**src/rtl/shift_cmd_sequencer.sv**
```systemverilog
`default_nettype none
// ============================================================================
// Module   : shift_cmd_sequencer
// Purpose  : Command-driven controller for a 4-bit shift register without an
//            enable. Accepts LOAD/SHR/SHL/ROL/ROR/HOLD commands over a
//            valid/ready handshake and expands each one into per-cycle
//            load/sel/ip drive values. A cycle-exact shadow copy of the
//            register is kept. While idle, the register is held by reloading
//            the shadow value.
// Revision : 1.0 - initial release
// ----------------------------------------------------------------------------
// Ports
//   clk_i        : clock, rising edge
//   rst_ni       : asynchronous active-low reset
//   cmd_valid_i  : command present
//   cmd_ready_o  : command accepted on an edge with valid & ready
//   cmd_op_i     : 000 LOAD, 001 SHR, 010 SHL, 011 ROL, 100 ROR, 101 HOLD
//   cmd_data_i   : LOAD value
//   cmd_cnt_i    : repeat count for the repeat opcodes
//   sr_load_o    : register load
//   sr_sel_o     : register sel
//   sr_ip_o      : register parallel input
//   shadow_o     : mirror of the register contents
//   busy_o       : command executing (or queued commands pending)
//   done_o       : one-cycle pulse after a command's last register update
//   err_o        : one-cycle pulse when an illegal opcode is consumed
// Build option
//   SHSEQ_CMD_FIFO_EN : when defined, a FIFO_DEPTH-entry command FIFO sits in
//                       front of the sequencer and allows back-to-back
//                       execution with no idle cycle between commands.
// ============================================================================
module shift_cmd_sequencer #(
  parameter int CNT_W      = 4,
  parameter int FIFO_DEPTH = 4
) (
  input  logic             clk_i,
  input  logic             rst_ni,
  input  logic             cmd_valid_i,
  output logic             cmd_ready_o,
  input  logic [2:0]       cmd_op_i,
  input  logic [3:0]       cmd_data_i,
  input  logic [CNT_W-1:0] cmd_cnt_i,
  output logic             sr_load_o,
  output logic [1:0]       sr_sel_o,
  output logic [3:0]       sr_ip_o,
  output logic [3:0]       shadow_o,
  output logic             busy_o,
  output logic             done_o,
  output logic             err_o
);

  localparam logic [2:0] c_OP_LOAD = 3'b000;
  localparam logic [2:0] c_OP_SHR  = 3'b001;
  localparam logic [2:0] c_OP_SHL  = 3'b010;
  localparam logic [2:0] c_OP_ROL  = 3'b011;
  localparam logic [2:0] c_OP_ROR  = 3'b100;
  localparam logic [2:0] c_OP_HOLD = 3'b101;

  localparam logic [CNT_W-1:0] c_CNT_ZERO = '0;
  localparam logic [CNT_W-1:0] c_CNT_ONE  = {{(CNT_W-1){1'b0}}, 1'b1};

  typedef enum logic [0:0] {
    ST_IDLE = 1'b0,
    ST_EXEC = 1'b1
  } state_e;

  // An illegal depth has no meaningful FIFO; this marks the configuration
  // in the elaborated hierarchy so it is easy to spot.
  if ((FIFO_DEPTH < 2) || ((FIFO_DEPTH & (FIFO_DEPTH - 1)) != 0)) begin : g_fifo_depth_illegal
  end

  // Next register value for a given drive; the shadow uses the exact same
  // function as the physical register so the two never drift apart.
  function automatic logic [3:0] f_sr_next(input logic [3:0] q,
                                           input logic       ld,
                                           input logic [1:0] sel,
                                           input logic [3:0] ip);
    logic [3:0] r;
    if (ld) begin
      r = ip;
    end else begin
      case (sel)
        2'b00:   r = {1'b0, q[3:1]};
        2'b01:   r = {q[2:0], 1'b0};
        2'b10:   r = {q[2:0], q[3]};
        default: r = {q[0], q[3:1]};
      endcase
    end
    return r;
  endfunction

  state_e           state_q, state_d;
  logic [2:0]       op_q, op_d;
  logic [3:0]       data_q, data_d;
  logic [CNT_W-1:0] rem_q, rem_d;
  logic [3:0]       shadow_q, shadow_d;
  logic             done_q, done_d;
  logic             err_q, err_d;
  logic             sr_load_q, sr_load_d;
  logic [1:0]       sr_sel_q, sr_sel_d;
  logic [3:0]       sr_ip_q, sr_ip_d;

  logic             w_last;
  logic             w_take;
  logic [2:0]       w_src_op;
  logic [3:0]       w_src_data;
  logic [CNT_W-1:0] w_src_cnt;

  assign w_last = (state_q == ST_EXEC) && (rem_q == c_CNT_ONE);

`ifdef SHSEQ_CMD_FIFO_EN
  localparam int c_PTR_W = (FIFO_DEPTH > 1) ? $clog2(FIFO_DEPTH) : 1;
  localparam int c_ENT_W = 7 + CNT_W;
  localparam logic [c_PTR_W:0] c_PTR_ONE = {{c_PTR_W{1'b0}}, 1'b1};

  logic [c_ENT_W-1:0] fifo_mem_q [FIFO_DEPTH];
  logic [c_PTR_W:0]   wr_ptr_q;
  logic [c_PTR_W:0]   rd_ptr_q;
  logic               w_fifo_empty;
  logic               w_fifo_full;
  logic               w_push;

  // Pointers carry one extra wrap bit to tell full from empty.
  assign w_fifo_empty = (wr_ptr_q == rd_ptr_q);
  assign w_fifo_full  = (wr_ptr_q[c_PTR_W] != rd_ptr_q[c_PTR_W]) &&
                        (wr_ptr_q[c_PTR_W-1:0] == rd_ptr_q[c_PTR_W-1:0]);

  assign cmd_ready_o = rst_ni & ~w_fifo_full;
  assign w_push      = cmd_valid_i & cmd_ready_o;
  // Popping in the last EXEC cycle chains commands with no idle gap.
  assign w_take      = ~w_fifo_empty & ((state_q == ST_IDLE) | w_last);
  assign {w_src_op, w_src_data, w_src_cnt} = fifo_mem_q[rd_ptr_q[c_PTR_W-1:0]];
  assign busy_o      = (state_q == ST_EXEC) | ~w_fifo_empty;

  always_ff @(posedge clk_i) begin
    if (w_push) begin
      fifo_mem_q[wr_ptr_q[c_PTR_W-1:0]] <= {cmd_op_i, cmd_data_i, cmd_cnt_i};
    end
  end

  always_ff @(posedge clk_i or negedge rst_ni) begin
    if (!rst_ni) begin
      wr_ptr_q <= '0;
      rd_ptr_q <= '0;
    end else begin
      if (w_push) wr_ptr_q <= wr_ptr_q + c_PTR_ONE;
      if (w_take) rd_ptr_q <= rd_ptr_q + c_PTR_ONE;
    end
  end
`else
  // Held low through reset even though the state register reads IDLE.
  assign cmd_ready_o = rst_ni & (state_q == ST_IDLE);
  assign w_take      = cmd_valid_i & (state_q == ST_IDLE);
  assign w_src_op    = cmd_op_i;
  assign w_src_data  = cmd_data_i;
  assign w_src_cnt   = cmd_cnt_i;
  assign busy_o      = (state_q == ST_EXEC);
`endif

  always_comb begin
    state_d  = state_q;
    op_d     = op_q;
    data_d   = data_q;
    rem_d    = rem_q;
    done_d   = 1'b0;
    err_d    = 1'b0;
    shadow_d = f_sr_next(shadow_q, sr_load_q, sr_sel_q, sr_ip_q);

    if (state_q == ST_EXEC) begin
      rem_d = rem_q - c_CNT_ONE;
      if (w_last) begin
        state_d = ST_IDLE;
        done_d  = 1'b1;
      end
    end

    if (w_take) begin
      if (w_src_op > c_OP_HOLD) begin
        // Illegal opcode: consumed and flagged, never executed.
        err_d = 1'b1;
      end else begin
        state_d = ST_EXEC;
        data_d  = w_src_data;
        if (w_src_op == c_OP_LOAD) begin
          op_d  = c_OP_LOAD;
          rem_d = c_CNT_ONE;
        end else if (w_src_cnt == c_CNT_ZERO) begin
          // A zero repeat count degenerates into a single hold cycle.
          op_d  = c_OP_HOLD;
          rem_d = c_CNT_ONE;
        end else begin
          op_d  = w_src_op;
          rem_d = w_src_cnt;
        end
      end
    end

    // Drive values are registered: decode from the next-cycle state so the
    // outputs line up with the cycle they apply to.
    sr_load_d = 1'b1;
    sr_sel_d  = 2'b00;
    sr_ip_d   = shadow_d;
    if (state_d == ST_EXEC) begin
      case (op_d)
        c_OP_LOAD: sr_ip_d = data_d;
        c_OP_SHR:  begin sr_load_d = 1'b0; sr_sel_d = 2'b00; end
        c_OP_SHL:  begin sr_load_d = 1'b0; sr_sel_d = 2'b01; end
        c_OP_ROL:  begin sr_load_d = 1'b0; sr_sel_d = 2'b10; end
        c_OP_ROR:  begin sr_load_d = 1'b0; sr_sel_d = 2'b11; end
        default:   ;
      endcase
    end
  end

  always_ff @(posedge clk_i or negedge rst_ni) begin
    if (!rst_ni) begin
      state_q   <= ST_IDLE;
      op_q      <= c_OP_HOLD;
      data_q    <= 4'b0000;
      rem_q     <= c_CNT_ZERO;
      shadow_q  <= 4'b0000;
      done_q    <= 1'b0;
      err_q     <= 1'b0;
      sr_load_q <= 1'b1;
      sr_sel_q  <= 2'b00;
      sr_ip_q   <= 4'b0000;
    end else begin
      state_q   <= state_d;
      op_q      <= op_d;
      data_q    <= data_d;
      rem_q     <= rem_d;
      shadow_q  <= shadow_d;
      done_q    <= done_d;
      err_q     <= err_d;
      sr_load_q <= sr_load_d;
      sr_sel_q  <= sr_sel_d;
      sr_ip_q   <= sr_ip_d;
    end
  end

  assign sr_load_o = sr_load_q;
  assign sr_sel_o  = sr_sel_q;
  assign sr_ip_o   = sr_ip_q;
  assign shadow_o  = shadow_q;
  assign done_o    = done_q;
  assign err_o     = err_q;

endmodule
`default_nettype wire

```
**config.mk**
```make
export PLATFORM = sky130hd
export DESIGN_NAME = shift_cmd_sequencer
export DESIGN_NICKNAME = d
export VERILOG_FILES = /design/src/rtl/shift_cmd_sequencer.sv
export SDC_FILE = /design/constraint.sdc
export NUM_CORES = 1
export LEC_CHECK = 0
export CAP_MARGIN = 25
export CORE_ASPECT_RATIO = 0.6
export CORE_MARGIN = 2
export CORE_UTILIZATION = 25
export CTS_BUF_LIST = sky130_fd_sc_hd__clkbuf_4
export CTS_CLUSTER_DIAMETER = 80
export DETAILED_ROUTE_END_ITERATION = 12
export GPL_TIMING_DRIVEN = 0
export RECOVER_POWER = 100
export SLEW_MARGIN = 30
export SYNTH_ARGS = -nofsm -noshare
export SYNTH_HDL_FRONTEND = slang
export SYNTH_SLANG_ARGS = --single-unit
```
**constraint.sdc**
```tcl
create_clock -name clk_i -period 3.31 [get_ports clk_i]
set_clock_uncertainty 0.05 [all_clocks]
set_input_delay 0.993 -clock clk_i [delete_from_list [all_inputs] [get_ports clk_i]]
set_output_delay 0.993 -clock clk_i [all_outputs]
set_load 0.03 [all_outputs]
```
### Word-level counts from Yosys, hierarchy flattened

Index checks and enable logic that the tools add are counted.

* add/sub/neg operators: 1
* order comparisons: 1
* equal/unequal tests: 7
* muxes and demuxes: 27
* bitwise logic cells: 3
* reduce and logical (&&, ||, !) cells: 6

Operator list (count)
* two-way mux 4 bit: 10
* two-way mux 3 bit: 4
* one-hot mux 4 bit (3 select lines): 1
* two-way mux 1 bit: 10
* equality test 3 x 2 -> 1 bit (second input constant): 2
* zero test 3 bit: 2
* one-hot mux 2 bit (3 select lines): 1
* equality test 4 x 1 -> 1 bit (second input constant): 1
* zero test 4 bit: 1
* OR reduction 4 bit: 1
* subtractor 4 x 1 -> 4 bit (second input constant): 1
* equality test 3 x 1 -> 1 bit (second input constant): 1
* equality test 3 bit (second input constant): 1
* greater-than comparator 3 bit (second input constant): 1
* bitwise AND 1 bit: 2
* equality test 2 x 1 -> 1 bit (second input constant): 1
* equality test 2 bit (second input constant): 1
* zero test 2 bit: 1
* two-way mux 2 bit: 1
* logical AND 1 bit: 1
* inverter 1 bit: 1

* flip-flop bits (word level): 25
* input bits: 14
* output and inout port bits: 15
* word-level logic and storage cells: 55

### Logic depth before layout (Yosys ltp)

Gate-level depths: netlist (run 1).

* depth after elaboration: 9
* depth in mapped cells: 7
* gate-level depth less buffers: 7

### Worst setup path after synthesis (run 1)

OpenSTA, ideal clock, no wires.

* kind: input -> register
* from: input port cmd_cnt_i[0]
* to: register sr_ip_q[0] (netlist: sr_ip_o[0])
* arrival time: 2375 ps
* required time: 3135 ps
* path slack: 760 ps
* cell stages on the path: 5
* cells stage by stage: nor4_4 o31ai_1 a22o_2 nor4_4 mux2_2

* word-level cells in the longest chain between the ends: 8

Ends and longest elaborated chain
* start, declared: line 42 `input logic [CNT_W-1:0] cmd_cnt_i,`
* zero test 4 bit: line 187 `end else if (w_src_cnt == c_CNT_ZERO) begin`
* two-way mux 3 bit: line 187
* two-way mux 3 bit: line 184 `if (w_src_op == c_OP_LOAD) begin`
* two-way mux 3 bit: line 178 `if (w_src_op > c_OP_HOLD) begin`
* two-way mux 3 bit: line 177 `if (w_take) begin`
* via op_d[1]: line 93 `logic [2:0] op_q, op_d;`
* zero test 3 bit: line 204 `case (op_d)`
* two-way mux 4 bit: line 204
* two-way mux 4 bit: line 203 `if (state_d == ST_EXEC) begin`
* via sr_ip_d[0]: line 101 `logic [3:0] sr_ip_q, sr_ip_d;`
* end signal, assigned: line 237 `sr_ip_q <= sr_ip_d;`
* end, declared: line 101

The timed path passes the listed nets, and every way through them passes these cells.

### Final worst setup path (run 1)

* from: input port rst_ni
* to: output port cmd_ready_o

* word-level cells in the longest chain between the ends: 1

Ends and longest elaborated chain
* start, declared: line 37 `input logic rst_ni,`
* bitwise AND 1 bit: line 152 `assign cmd_ready_o = rst_ni & (state_q == ST_IDLE);`
* end, declared: line 39 `output logic cmd_ready_o,`

No other way between the ends.

==> results of run 1 <==
## worst max-delay path, stage by stage
cell and delay [ps]:
buf_4 290, nor2b_1 180, clkdlybuf4s50_1 670
## stage by stage
stage,hold WS [ps],setup TNS (ps),area [sq um],setup WS [ps]
final,444,0,1580,134
after global routing,475,0,1580,41.3
after CTS,451,0,1590,97.1
after detailed placement,419,-104,1560,-104
after global placement,404,-876,1560,-876
after floorplan,386,0,1200,760
## where the power goes
part	switching, W	internal (W)	total [W]
clock network	0.0000830	0.0000552	0.000138
logic	0.000377	0.000284	0.000661
registers	0.0000834	0.000440	0.000523
## registers in the layout, summed over array words and instances, names as in the netlist
signal	count
busy_o	1
data_q	4
done_o	1
err_o	1
op_q	3
rem_q	4
shadow_o	4
sr_ip_o	4
sr_load_o	1
sr_sel_o	2
## final cells by class
cell class              instances  area [sq um]
flip-flops and latches         25           629
fillers                       457          3010
clock buffers                   4          30.0
repair buffers                 28           278
inverters                       5          18.8
multi-input cells              78           529
well taps                      63          78.8
plain buffers                   3          18.8
## synth_stat cells, drive strengths merged (3+ instances only)
| library cell | count |
|---|---|
| inv | 5 |
| a21oi | 3 |
| dfrtp | 22 |
| mux2 | 4 |
| nor2 | 6 |
| nand2b | 3 |
| nand2 | 21 |
| xnor2 | 4 |
| o21ai | 8 |
| dfstp | 3 |
| mux2i | 5 |
## worst max path at each step
stage                       startpoint           to  slack (ps)
after CTS                       rst_ni  cmd_ready_o         100
after global placement          rst_ni  cmd_ready_o        -880
final                           rst_ni  cmd_ready_o         130
after global routing            rst_ni  cmd_ready_o          40
after detailed placement        rst_ni  cmd_ready_o        -100
after floorplan           cmd_cnt_i[0]   sr_ip_o[0]         760
## cell families after synthesis
logic type	synth area share (%)
adder cells (fa/ha/maj)	2.92
AND/OR/NAND/NOR	18.9
AO/OA/AOI/OAI	11.1
buffers and inverters	3.12
flip-flops	52.4
XOR/XNOR	3.65
multiplexers	7.92
## placed cells by master (no fill, tap or decap), types with 2 or more instances in the layout
cell / instances
dfstp_2: 3
dlygate4sd3_1: 15
a21oi_1: 3
a22o_2: 2
nor3_1: 2
clkbuf_1: 2
clkbuf_4: 4
nor2_1: 6
ha_1: 2
mux2_2: 4
xnor2_1: 4
o21ai_0: 8
nand2b_1: 2
mux2i_1: 5
inv_1: 4
dfrtp_1: 22
clkdlybuf4s50_1: 12
nand2_1: 21
nor4_4: 2
## per-layer routing
| metal | track usage (%) | wire length, microns |
|---|---|---|
| met1 | 12.3 | 1170 |
| met2 | 17.7 | 1280 |
| met3 | 2.47 | 87 |
| met4 | 1.89 | 22 |
| met5 | 0 | 0 |
==> metrics, run 1 <==
origin of the critical flop-to-flop path busy_o; synth warn 0; initial antenna violation count 0; Reg2Reg Depth 6; Skew-Pair Late Insertion Delay 310 ps; Row Count 19; vias in the first global route 904; final hold viol count 0; Hold WC Path Type reg2reg; Die Ht 57.7 microns; fin util approximately 34%; pwr dens 835 mW/mm^2; WHS Path Cells 2; placed instance count ~200; Max Cap Viol 0; port buffer count 28; Congestion Overflow GR 0; layout cells sized above 1 12.6%; DRC 0; hold_sp data_q[1]; Hold Path End data_q[1]; Hold Buf Count CTS 0; worst-case clock buffer depth 2; Initial Utilization 26.2%; cell taking the most area after synthesis dfrtp_1; drt pass-1 iters 4; Post-CTS Setup Bufs 0; initial DRC count 29; post-detailed-route count of antenna-violating nets 0; asr flop ratio synth 100%; Core ar. 0.00459 sq mm; Yosys reg bits 25; Slew Viols, Final 0; CP Class in2out; nature of the critical path endpoint primary output; total power ~0.0013 W; Main synth FF type dfrtp_1; die footprint 0.00539 sq mm; NumNets Final 160; wire per inst 12.4 microns; sequential fraction of the synthesis area 52.4%; cells after synthesis 111; crit path launch type input port; share of the synthesized area in the top cell type 45.8%; CTS tree yes; setup violators final 0; area grow syn2layout 31.8%; Routed WL 2560 microns; GRT Total Usage under 10%; Critical Path Fanout Max 26; Die X 93.5 microns; Syn Area/Cell around 11 sq um; Final HPWL DP 2030 microns; period utilisation layout 96.0%; Antenna diodes 0; unrepaired setup endpoints after global routing no; Unique masters post-synth 36; CP required about 2300 ps; CTS root buf clkbuf_4; clk sinks 25; synthesized area 0.00120 sq mm; drt via density 4.39; fin cells 206; Syn Nets 127; IO Pins 29; largest net degree at the start of global routing 27; clock-pin slew on the worst setup and hold paths 120 ps; status finished clean; first-pass GRT wire length just over 4000 microns; EDFF count, synth 0; Synth area leaders dfrtp_1 46%, dfstp_2 6.6%, nand2_1 6.6%; post-CTS sizing 1; RD Place Congestion 0.780; Max-Slew Margin vs Limit 56.6%; Max Clk Rate 0.315 GHz; leakage power 0.694 nW; vias 904; FF-to-FF setup slack roughly 950 ps; Final Critical Period 3180 ps; R2R Path End sr_ip_o[3]; Least-Margin Pin Slew 651 ps; CTS Buf Count 3; CP arrival approximately 2100 ps; htree depth 1; Peak VDD IR 0.202 mV
(Power assumes the default switching activity.)
==> inputs of run 2 (changes only) <==
Settings changed: CAP_MARGIN 25 to 10.
Clock period 3.31 ns to 3.9 ns, I/O delays scaled along.
==> run 2 against run 1 <==
Against the previous run:
- global-route usage stayed put
- via count shrank 1.0%
- worst setup slack gained 58 ps
- first-iteration DRC count up 38%
- power decreased by 16%
- routed wire length shrank 0.39%
==> metrics, run 2 (synthesis results as in run 1) <==
layout cells sized above 1 11.9% (-0.70 points); Peak VDD IR 0.165 mV (-18%); Least-Margin Pin Slew 681 ps (+30.4 ps); CTS Buf Count 3 (unchanged); commonest non-fill, non-tap cells in the layout 22 x dfrtp_1, 21 x nand2_1, 16 x dlygate4sd3_1; worst path bufs/invs 2 (unchanged); nature of the critical path endpoint primary output; Slew Viols, Final 0 (unchanged); area grow syn2layout 29.8%; Critical Path Fanout Max 26 (unchanged); Antenna diodes 0 (unchanged); pwr dens 710 mW/mm^2 (-15%); Worst Setup Slack post-DPL 132 ps (+236 ps); Cell Area, Placed 0.00156 sq mm (unchanged); final instance area 0.00156 sq mm (-1.5%); IO Pins 29 (unchanged); Congestion Overflow GR 0 (unchanged); crit-path leading delay family buffers and inverters; Row Count 19 (unchanged); htree depth 1 (unchanged); largest net degree at the start of global routing 27 (unchanged); status finished clean; CP arrival 2490 ps (+360 ps); Final HPWL DP 2030 microns (unchanged); Post-CTS Setup Bufs 0 (unchanged); drt pass-1 iters 4 (unchanged); CP max stage cell clkdlybuf4s50_1; Core ar. 0.00459 sq mm (unchanged); crit path launch type input port; wire per inst 12.4 microns (-0.39%); clk sinks 25 (unchanged); Skew-Pair Late Insertion Delay 310 ps (about the same); DRC 0 (unchanged); worst-case clock buffer depth 2 (unchanged); RD Place Congestion 0.780 (unchanged); final hold viol count 0 (unchanged); Max Clk Rate roughly 0.27 GHz; CP Class in2out; post-detailed-route count of antenna-violating nets 0 (unchanged); Final Critical Period 3710 ps; Hold WC Path Type reg2reg; Max-Slew Margin vs Limit 54.2% (-2.4 points); CTS root buf clkbuf_4; Hold Buf Count CTS 0 (unchanged); Die Ht 57.7 microns (unchanged); GRT Total Usage 9.85% (unchanged); NumNets Final 160 (unchanged); fin worst setup slack 192 ps (+57.9 ps); first-pass GRT wire length 4150 microns (unchanged); CTS tree yes; Max Cap Viol 0 (unchanged); most common cell after layout, fill and taps aside dfrtp_1; drt via density 4.34 (-1.0%); die footprint 0.00539 sq mm (unchanged); setup violators final 0 (unchanged); clock-pin slew on the worst setup and hold paths 120 ps (about the same); Routed WL 2550 microns (-0.39%); post-CTS sizing 0 (-1); initial antenna violation count 0 (unchanged); initial DRC count 40 (+38%); Die X 93.5 microns (unchanged); vias in the first global route 904 (unchanged); unrepaired setup endpoints after global routing no; CP max stage delay 670 ps (about the same); leakage power 0.689 nW (-0.67%); port buffer count 28 (unchanged); period utilisation layout 95.1%; vias 895 (-1.0%); Initial Utilization 26.2% (unchanged); CP required 2680 ps (+410 ps); critical-path cell list buf_2 > nor2b_1 > clkdlybuf4s50_1
## run 2: worst reg2reg max path: stages, from the launching register on
cell	delay [ps]
dfrtp_1	410
buf_6	140
nand2b_4	170
nand2b_1	140
clkbuf_1	200
and2_0	310
nor4_2	570
mux2_2	400
## run 2: per-layer routing
metal | share of wire, % | track usage, %
met1 | 45 | 12.3
met2 | 50 | 17.7
met3 | 3.8 | 2.47
met4 | 0.86 | 1.89
met5 | 0 | 0
## run 2: worst paths after layout
check	start	endpoint	slack [ps]	cells past startpoint
max	rst_ni	cmd_ready_o	190	3
min	data_q[1]	data_q[1]	440	2
max reg2reg	busy_o	sr_ip_o[3]	1410	7
min reg2reg	data_q[1]	data_q[1]	440	2
max in group asynchronous	rst_ni	op_q[2]	2650	1
min in group asynchronous	rst_ni	shadow_o[3]	780	1
## run 2: cell type report
type	count	area, sq um
fill	460	3030
sequential	25	629
multi-input combinational	78	508
timing repair buffer	28	275
tap	63	78.8
clock buffer	4	30.0
buffer	3	18.8
inverter	5	18.8
## run 2: stage by stage
| step | hold slack [ps] | TNS (ps) | total power [W] | instances | util, % |
|---|---|---|---|---|---|
| 2_1_floorplan | 386 | 0 | 0.000835 | 111 | - |
| 3_3_place_gp | 404 | -640 | 0.00101 | 202 | 34.0 |
| 3_5_place_dp | 419 | 0 | 0.00103 | 202 | 33.9 |
| 4_1_cts | 451 | 0 | 0.00115 | 206 | 34.6 |
| 5_1_grt | 475 | 0 | 0.00119 | 206 | 34.0 |
| 6_report | 444 | 0 | 0.00111 | 206 | 34.0 |
## run 2: power breakdown
group | total (W) | switching, W | internal (W)
registers | 0.000443 | 0.0000697 | 0.000373
clock network | 0.000117 | 0.0000704 | 0.0000469
logic | 0.000547 | 0.000311 | 0.000237
total | 0.00111 | 0.000451 | 0.000657
